`src/rtl/stepper_move_sequencer.sv`:
```
// stepper_move_sequencer
// ----------------------
// Command-driven sequencer for a stepper coil-phase driver. A move command
// (step count, direction, post-move dwell) is accepted over a valid/ready
// handshake. The block then emits paced one-cycle step pulses with the
// matching enable/direction levels, tracks a signed absolute position and
// reports completion with a one-cycle done strobe.
//
// Optional feature macro: STEPPER_SOFT_LIMIT_EN
//   defined   : a step that would move position outside [POS_MIN, POS_MAX]
//               is not issued; the move ends at once with limit_hit=1.
//   undefined : no limit check, limit_hit is always 0, position wraps.
//
// Ports
//   clk, rst      sole clock (posedge), synchronous active-high reset
//   cmd_valid     command present
//   cmd_ready     high only while idle
//   cmd_steps     unsigned step count
//   cmd_dir       1 = forward (+1 per step), 0 = reverse
//   cmd_dwell     step periods to hold after the move
//   abort         terminate the active command
//   pos_clr       zero the position (idle only)
//   motor_en      driver enable (high while stepping)
//   motor_dir     driver direction, loaded on accept
//   step_pulse    one-cycle strobe per step
//   busy          command in progress
//   done          one-cycle completion strobe
//   aborted       qualifies done: command was aborted
//   limit_hit     qualifies done: stopped at a soft limit
//   position      signed absolute step count
//
// Handshake: a command is consumed at a rising edge where cmd_valid and
// cmd_ready are both high. cmd_ready depends only on internal state, never
// on cmd_valid; cmd_valid while busy is simply left pending.
module stepper_move_sequencer #(
    parameter int STEP_DIV = 4,
    parameter int CNT_W    = 16,
    parameter int POS_W    = 24,
    parameter int POS_MIN  = -1000,
    parameter int POS_MAX  = 1000
) (
    input  logic                    clk,
    input  logic                    rst,
    input  logic                    cmd_valid,
    output logic                    cmd_ready,
    input  logic [CNT_W-1:0]        cmd_steps,
    input  logic                    cmd_dir,
    input  logic [CNT_W-1:0]        cmd_dwell,
    input  logic                    abort,
    input  logic                    pos_clr,
    output logic                    motor_en,
    output logic                    motor_dir,
    output logic                    step_pulse,
    output logic                    busy,
    output logic                    done,
    output logic                    aborted,
    output logic                    limit_hit,
    output logic signed [POS_W-1:0] position
);

`ifdef STEPPER_SOFT_LIMIT_EN
    localparam bit LIMIT_EN = 1'b1;
`else
    localparam bit LIMIT_EN = 1'b0;
`endif

    localparam int                      PRE_W    = $clog2(STEP_DIV);
    localparam logic [PRE_W-1:0]        PRE_LAST = PRE_W'(STEP_DIV - 1);
    localparam logic signed [POS_W-1:0] POS_ONE  = POS_W'(1);
    localparam logic signed [POS_W-1:0] POS_LO   = POS_W'(POS_MIN);
    localparam logic signed [POS_W-1:0] POS_HI   = POS_W'(POS_MAX);

    typedef enum logic [1:0] {
        IDLE  = 2'd0,
        RUN   = 2'd1,
        DWELL = 2'd2,
        DONE  = 2'd3
    } state_t;

    // state is the FSM observation point for checkers.
    state_t state;
    state_t state_next;

    logic [PRE_W-1:0]        presc;
    logic [CNT_W-1:0]        remaining;
    logic [CNT_W-1:0]        dwell_left;
    logic                    aborted_q;
    logic                    limit_q;
    logic                    tick;
    logic                    stop_abort;
    logic                    beyond;
    logic                    step_now;
    logic                    limit_now;
    logic signed [POS_W-1:0] pos_step;

    assign tick       = (presc == PRE_LAST);
    assign stop_abort = abort && ((state == RUN) || (state == DWELL));
    assign pos_step   = motor_dir ? (position + POS_ONE) : (position - POS_ONE);
    // Position the pending step would reach lies outside the soft window.
    assign beyond     = LIMIT_EN && ((pos_step < POS_LO) || (pos_step > POS_HI));

    always_comb begin
        state_next = state;
        step_now   = 1'b0;
        limit_now  = 1'b0;
        case (state)
            IDLE: begin
                if (cmd_valid) begin
                    if (cmd_steps != '0)      state_next = RUN;
                    else if (cmd_dwell != '0) state_next = DWELL;
                    else                      state_next = DONE;
                end
            end
            RUN: begin
                // Abort beats a coincident tick: no step is issued.
                if (abort) begin
                    state_next = DONE;
                end else if (tick) begin
                    if (beyond) begin
                        limit_now  = 1'b1;
                        state_next = DONE;
                    end else begin
                        step_now = 1'b1;
                        if (remaining == CNT_W'(1))
                            state_next = (dwell_left != '0) ? DWELL : DONE;
                    end
                end
            end
            DWELL: begin
                if (abort)
                    state_next = DONE;
                else if (tick && (dwell_left == CNT_W'(1)))
                    state_next = DONE;
            end
            DONE:    state_next = IDLE;
            default: state_next = IDLE;
        endcase
    end

    always_ff @(posedge clk) begin
        if (rst) begin
            state      <= IDLE;
            presc      <= '0;
            remaining  <= '0;
            dwell_left <= '0;
            motor_dir  <= 1'b0;
            step_pulse <= 1'b0;
            position   <= '0;
            aborted_q  <= 1'b0;
            limit_q    <= 1'b0;
        end else begin
            state      <= state_next;
            step_pulse <= step_now;
            // Both qualifiers are only ever set on the edge entering DONE,
            // so they are high exactly while done is high.
            aborted_q  <= stop_abort;
            limit_q    <= limit_now;
            if (state == IDLE) begin
                presc <= '0;
                if (pos_clr)
                    position <= '0;
                if (cmd_valid) begin
                    remaining  <= cmd_steps;
                    dwell_left <= cmd_dwell;
                    motor_dir  <= cmd_dir;
                end
            end else if ((state == RUN) || (state == DWELL)) begin
                presc <= tick ? '0 : presc + PRE_W'(1);
                if (step_now) begin
                    remaining <= remaining - CNT_W'(1);
                    position  <= pos_step;
                end
                if ((state == DWELL) && tick && !abort)
                    dwell_left <= dwell_left - CNT_W'(1);
            end
        end
    end

    assign cmd_ready = (state == IDLE);
    assign busy      = (state != IDLE);
    assign motor_en  = (state == RUN);
    assign done      = (state == DONE);
    assign aborted   = aborted_q;
    assign limit_hit = limit_q;

endmodule

```
`config.mk`:
```
export PLATFORM = sky130hd
export DESIGN_NAME = stepper_move_sequencer
export DESIGN_NICKNAME = d
export VERILOG_FILES = /design/src/rtl/stepper_move_sequencer.sv
export SDC_FILE = /design/constraint.sdc
export NUM_CORES = 1
export LEC_CHECK = 0
export ABC_CLOCK_PERIOD_IN_PS = 6750
export CAP_MARGIN = 10
export CELL_PAD_IN_SITES_DETAIL_PLACEMENT = 1
export CELL_PAD_IN_SITES_GLOBAL_PLACEMENT = 1
export CORE_MARGIN = 3
export CORE_UTILIZATION = 25
export CTS_CLUSTER_DIAMETER = 150
export DETAILED_ROUTE_END_ITERATION = 7
export PLACE_DENSITY_LB_ADDON = 0.1
export SETUP_SLACK_MARGIN = 0.4
export SYNTH_ARGS = -nofsm -noshare
export SYNTH_HDL_FRONTEND = slang
export SYNTH_SLANG_ARGS = --single-unit
export TNS_END_PERCENT = 50
```
`constraint.sdc`:
```
create_clock -name clk -period 6.75 [get_ports clk]
set_clock_uncertainty 0.1 [all_clocks]
set_input_delay 1.35 -clock clk [delete_from_list [all_inputs] [get_ports clk]]
set_output_delay 1.35 -clock clk [all_outputs]
set_load 0.005 [all_outputs]
```
# Yosys cells after proc, flatten, opt, wreduce, memory -nomap -nowiden
# Cells that the tools add are included.
dict set report classes {
  reduce_logical 20
  n_addsub 5
  n_mux 27
  n_eq_ne 11
}
# cell count
set ops {}
lappend ops {{$mux W16} 8}
lappend ops {{$mux W24} 5}
lappend ops {{$reduce_bool A16 Y1} 3}
lappend ops {{$eq A16 B1 Y1 const B} 2}
lappend ops {{$sub A16 B1 Y16 const B} 2}
lappend ops {{$add A24 B2 Y24 const B} 1}
lappend ops {{$sub A24 B2 Y24 const B} 1}
lappend ops {{$mux W2} 8}
lappend ops {{$ne A3 B2 Y1 const B} 3}
lappend ops {{$reduce_and A3 Y1} 3}
lappend ops {{$pmux W2 S4} 1}
lappend ops {{$reduce_bool A2 Y1} 4}
lappend ops {{$eq A2 B2 Y1 const B} 3}
lappend ops {{$mux W1} 5}
lappend ops {{$logic_and A1 B1 Y1} 4}
lappend ops {{$reduce_and A4 Y1} 1}
lappend ops {{$add A2 B1 Y2 const B} 1}
lappend ops {{$eq A2 B1 Y1 const B} 1}
lappend ops {{$logic_not A2 Y1} 1}
lappend ops {{$ne A2 B1 Y1 const B} 1}
lappend ops {{$ne A2 B2 Y1 const B} 1}
lappend ops {{$reduce_and A2 Y1} 1}
lappend ops {{$reduce_or A2 Y1} 1}
lappend ops {{$logic_not A1 Y1} 1}
lappend ops {{$logic_or A1 B1 Y1} 1}
dict set report word_totals {
  reg_bits 63
}

# Depth between registers and ports, before layout
dict set report logic_depth {
  ltp_word 7
  ltp_mapped 12
}

# Worst setup path before layout
# Ideal clock, no wire load.
dict set report synth_timing {
  path_kind {register -> register}
  startpoint {register motor_dir}
  endpoint {register position[23]}
  setup_slack_ns 3.771
  stages_incl_launch_ff 11
  setup_ns 0.114
  path_buffers 1
  t_arrival_ns 2.765
  path_cell_list {dfxtp_1 > inv_1 > ha_1 > clkbuf_1 > a2111o_1 > o21bai_1 > a31oi_1 > o21ai_0 > or3_1 > a31o_1 > a21o_1}
}
dict set report synth_via {
  elab_chain_len 4
}
# element line_no
set synth_rtl {}
lappend synth_rtl {{start: declaration} 52} ;# output logic motor_dir,
lappend synth_rtl {{start signal: assignment} 165} ;# motor_dir <= cmd_dir;
lappend synth_rtl {{$mux W24} 98} ;# assign pos_step = motor_dir ? (position + POS_ONE) : (position - POS_ONE);
lappend synth_rtl {{$mux W24} 169} ;# if (step_now) begin
lappend synth_rtl {{$mux W24} 167} ;# end else if ((state == RUN) || (state == DWELL)) begin
lappend synth_rtl {{$mux W24} 158} ;# if (state == IDLE) begin
lappend synth_rtl {{end signal: assignment} 171} ;# position <= pos_step;
lappend synth_rtl {{end: declaration} 58} ;# output logic signed [POS_W-1:0] position
# No other way between the ends. The select of a mux whose other input is x is not followed.
# A chain may end at the register's enable or synchronous reset.

# Worst setup path after layout
dict set report layout_timing {
  startpoint {register state[1]}
  endpoint {output port cmd_ready}
}
dict set report layout_via {
  elab_chain_len 1
}
# element line_no
set layout_rtl {}
lappend layout_rtl {{start: declaration} 81} ;# state_t state;
lappend layout_rtl {{start signal: assignment} 152} ;# state <= state_next;
lappend layout_rtl {{$logic_not A2 Y1} 179} ;# assign cmd_ready = (state == IDLE);
lappend layout_rtl {{end: declaration} 45} ;# output logic cmd_ready,
# No other way between the ends.

==> metrics.yaml <==
yosys:
  ys.flop_type: "dfxtp_1"
  ys_warn_count: 0
  synth_compound_area_share_pct: 29.58
  syn_nets: 650
  syn_avg_cell_area_sq_um: 7.661
  netlist_area_sq_um: 4428
  synth_top_family_by_area: "compound AO/OA/AOI/OAI gates"
  synthCells: 578
  synth_mux_area_share_pct: 0.2261
  synth_common_cells: "nor2_1 (64), dfxtp_1 (63), a21oi_1 (51), o21ai_0 (51), nand2_1 (50)"
  yosys_register_bits: 63
  synthAdderAreaFrac_pct: 9.777
  synth_top_area_cell: "dfxtp_1"
  ys_seq_area_share_pct: 28.48
  async_flop_share_pct: 0
  synth_top_area_share_pct: 28.48
  synth_area_leaders: "dfxtp_1 (28%), ha_1 (9.3%), a21oi_1 (5.8%), o21ai_0 (5.8%), nor2_1 (5.4%)"
  yosysUniqueCellTypes: 61
  synth_most_common_cell: "nor2_1"
  synth_edf_count: 0
  yosys.area_share.simple_pct: 23.14
  synthXorXnorAreaFrac_pct: 3.956
min_path:
  holdPathStages: 2
  worstHoldStart: "remaining[14]"
  holdPathEnd: "remaining[14]"
  worstHoldPathType: "reg2reg"
sta:
  finalHoldViolations: 0
  timing.setup.tns_ns: 0
  clock.fmax_mhz: 275.4
  finalMaxSlewViolations: 0
  fin_crit_sh_pct: 53.80
  setup_viol: 0
  finalWorstSetupSlack_ns: 3.119
  tightest_slew_ns: 1.034
  finalCriticalPeriod_ns: 3.631
  relSlewSlack_pct: 31.09
  rsz0062_at_grt: "false"
critical_path:
  worst-path-buf-inv: 3
  cp.required_ns: 5.30
  cp_top_family: "buffers and inverters"
  worstSetupStartpointType: "flip-flop"
  slowest_delay_ns: 0.63
  r2r_end: "position[20]"
  worstSetupPathType: "reg2out"
  crit_slowest_cell: "clkdlybuf4s50_1"
  rr_worst_depth: 9
  arrival_ns: 2.18
  cp-end-kind: "output port"
  reg2reg_slack_ns: 3.14
  worstPathMaxFanout: 70
  r2r_start: "motor_dir"
  path_cells: "inv_1, ha_2, buf_4, clkdlybuf4s50_1"
detailed_routing:
  dr.pass1.iters: 4
  vias_per_cell: 5.223
  wirelength_microns: 14770
  wl_per_cell_microns: 17.07
  antenna_left: 0
  drtIter0Drc: 138
  drc: 0
  vias: 4518
power_and_ir_drop:
  leakage_nw: 2.194
  power_per_cell_area_nw_per_um2: 397.2
  ir_worst_vdd_v: 0.0001711
  p_total_w: 0.002225
clock_network:
  clk_path_buf_depth: 2
  htreeDepth: 3
  cts-root-buf: "clkbuf_16"
  clk_pin_slew_ns: 0.06
  cts_tree: "built"
  clock_sinks: 63
  cts_resized: 0
  clk_latency_ns: 0.34
  numCtsBuffers: 9
  cts_setup_buffers: 0
  hold_buffers: 0
finish:
  register_area_sq_um: 1261
  areaGrowthSynthToFinish_pct: 26.50
  fin_cells: 865
  n_antenna_cell: 0
  drive_gt1_share_pct: 5.000
  nNetsFinal: 707
  multi_input_area_sq_um: 2968
  n_fill_cell: 2094
place:
  io_buffers: 68
  dp_cells: 849
  dp_slack_ns: 2.801
  gp_congestion: 0.8186
  dpl.hpwl_microns: 10540
global_routing:
  use_met3_pct: 3.448
  gr-total-overflow: 0
  grt_usage_pct: 15.61
  grt_busiest_layer: "met2"
  grt.met1_usage_pct: 18.81
  antenna_found_initial: 1
  use_met2_pct: 28.02
  grt_first_pass_wirelength_microns: 24820
  grt_max_degree: 71
  grt_pass1_vias: 4784
floorplan:
  dieArea_sq_um: 19340
  dieHeight_microns: 139.1
  dieWidth_microns: 139.1
  io_pins: 70
  initial_core_util_pct: 25.60
  fp.coreArea_sq_um: 17300
  fp-row-count: 48
outcome:
  status: "finished clean"
flow_run:
  cap_viol_max_count: 0
-- metrics by stage --
step	utilization [%]	hold slack [ns]	cell area (sq um)
5_1_grt	32.39	0.4212	5602
6_report	32.39	0.3879	5602
2_1_floorplan	-	0.3520	4428
3_3_place_gp	30.70	0.3699	5310
4_1_cts	32.39	0.3875	5602
3_5_place_dp	30.70	0.3797	5310
-- worst min-delay path, cell delays in order, from the launching register on --
cell	delay, ns
dfxtp_1	0.31
o21ai_0	0.07
a21oi_1	0.06
-- sequential cells by signal (all words and copies together), names as in the netlist --
| name | count |
|---|---|
| aborted | 1 |
| presc | 2 |
| step_pulse | 1 |
| remaining | 16 |
| position | 24 |
| dwell_left | 16 |
| state | 2 |
| motor_dir | 1 |
-- worst max-delay path by stage --
stage	startpoint	endpoint	slack, ns	cells after the start
after floorplan	motor_dir	position[23]	3.77	10
after global placement	abort	position[23]	2.93	8
after detailed placement	abort	position[23]	2.80	8
after CTS	motor_dir	position[19]	3.04	9
after global routing	motor_dir	position[20]	2.83	9
final	state[1]	cmd_ready	3.12	4
-- power by group --
part,total (W),switching (W),internal (W)
logic,0.00119,0.000730,0.000459
registers,0.000562,0.000101,0.000461
clock network,0.000474,0.000180,0.000294
total,0.00223,0.00101,0.00121
-- layout by cell type (no fill, tap or decap), drive strengths merged, types with 8 or more instances in the layout --
master / n
clkbuf: 12
a21o: 10
nand3: 19
buf: 8
dfxtp: 63
nor3: 21
nor2: 64
ha: 33
a21oi: 51
o21ai: 52
inv: 19
nand2: 50
a22o: 18
a22oi: 17
xnor2: 12
nor4: 14
a211oi: 8
clkdlybuf4s50: 67
xor2: 8
-- kinds of logic after synthesis --
| group | after synthesis |
|---|---|
| simple gates | 210 |
| compound gates | 201 |
| flops | 63 |
| buf+inv | 48 |
| fa+ha+maj | 34 |
| xor+xnor | 20 |
| other cells | 1 |
| mux | 1 |
-- per-layer routing --
layer | vias up | routed length, microns
met5 | - | 13
met2 | 58 | 7313
li1 | 2258 | -
met4 | 2 | 170
met1 | 2185 | 6830
met3 | 15 | 438
-- layout make-up --
type / instances / share of cell area [%]
Clock inverter: 4 / 0.8041
Inverter: 19 / 1.273
Sequential cell: 63 / 22.52
Multi-Input combinational cell: 467 / 52.98
Clock buffer: 12 / 4.400
Tap cell: 225 / 5.026
Timing Repair Buffer: 75 / 13.00
Power figures use the tool's default switching activity.
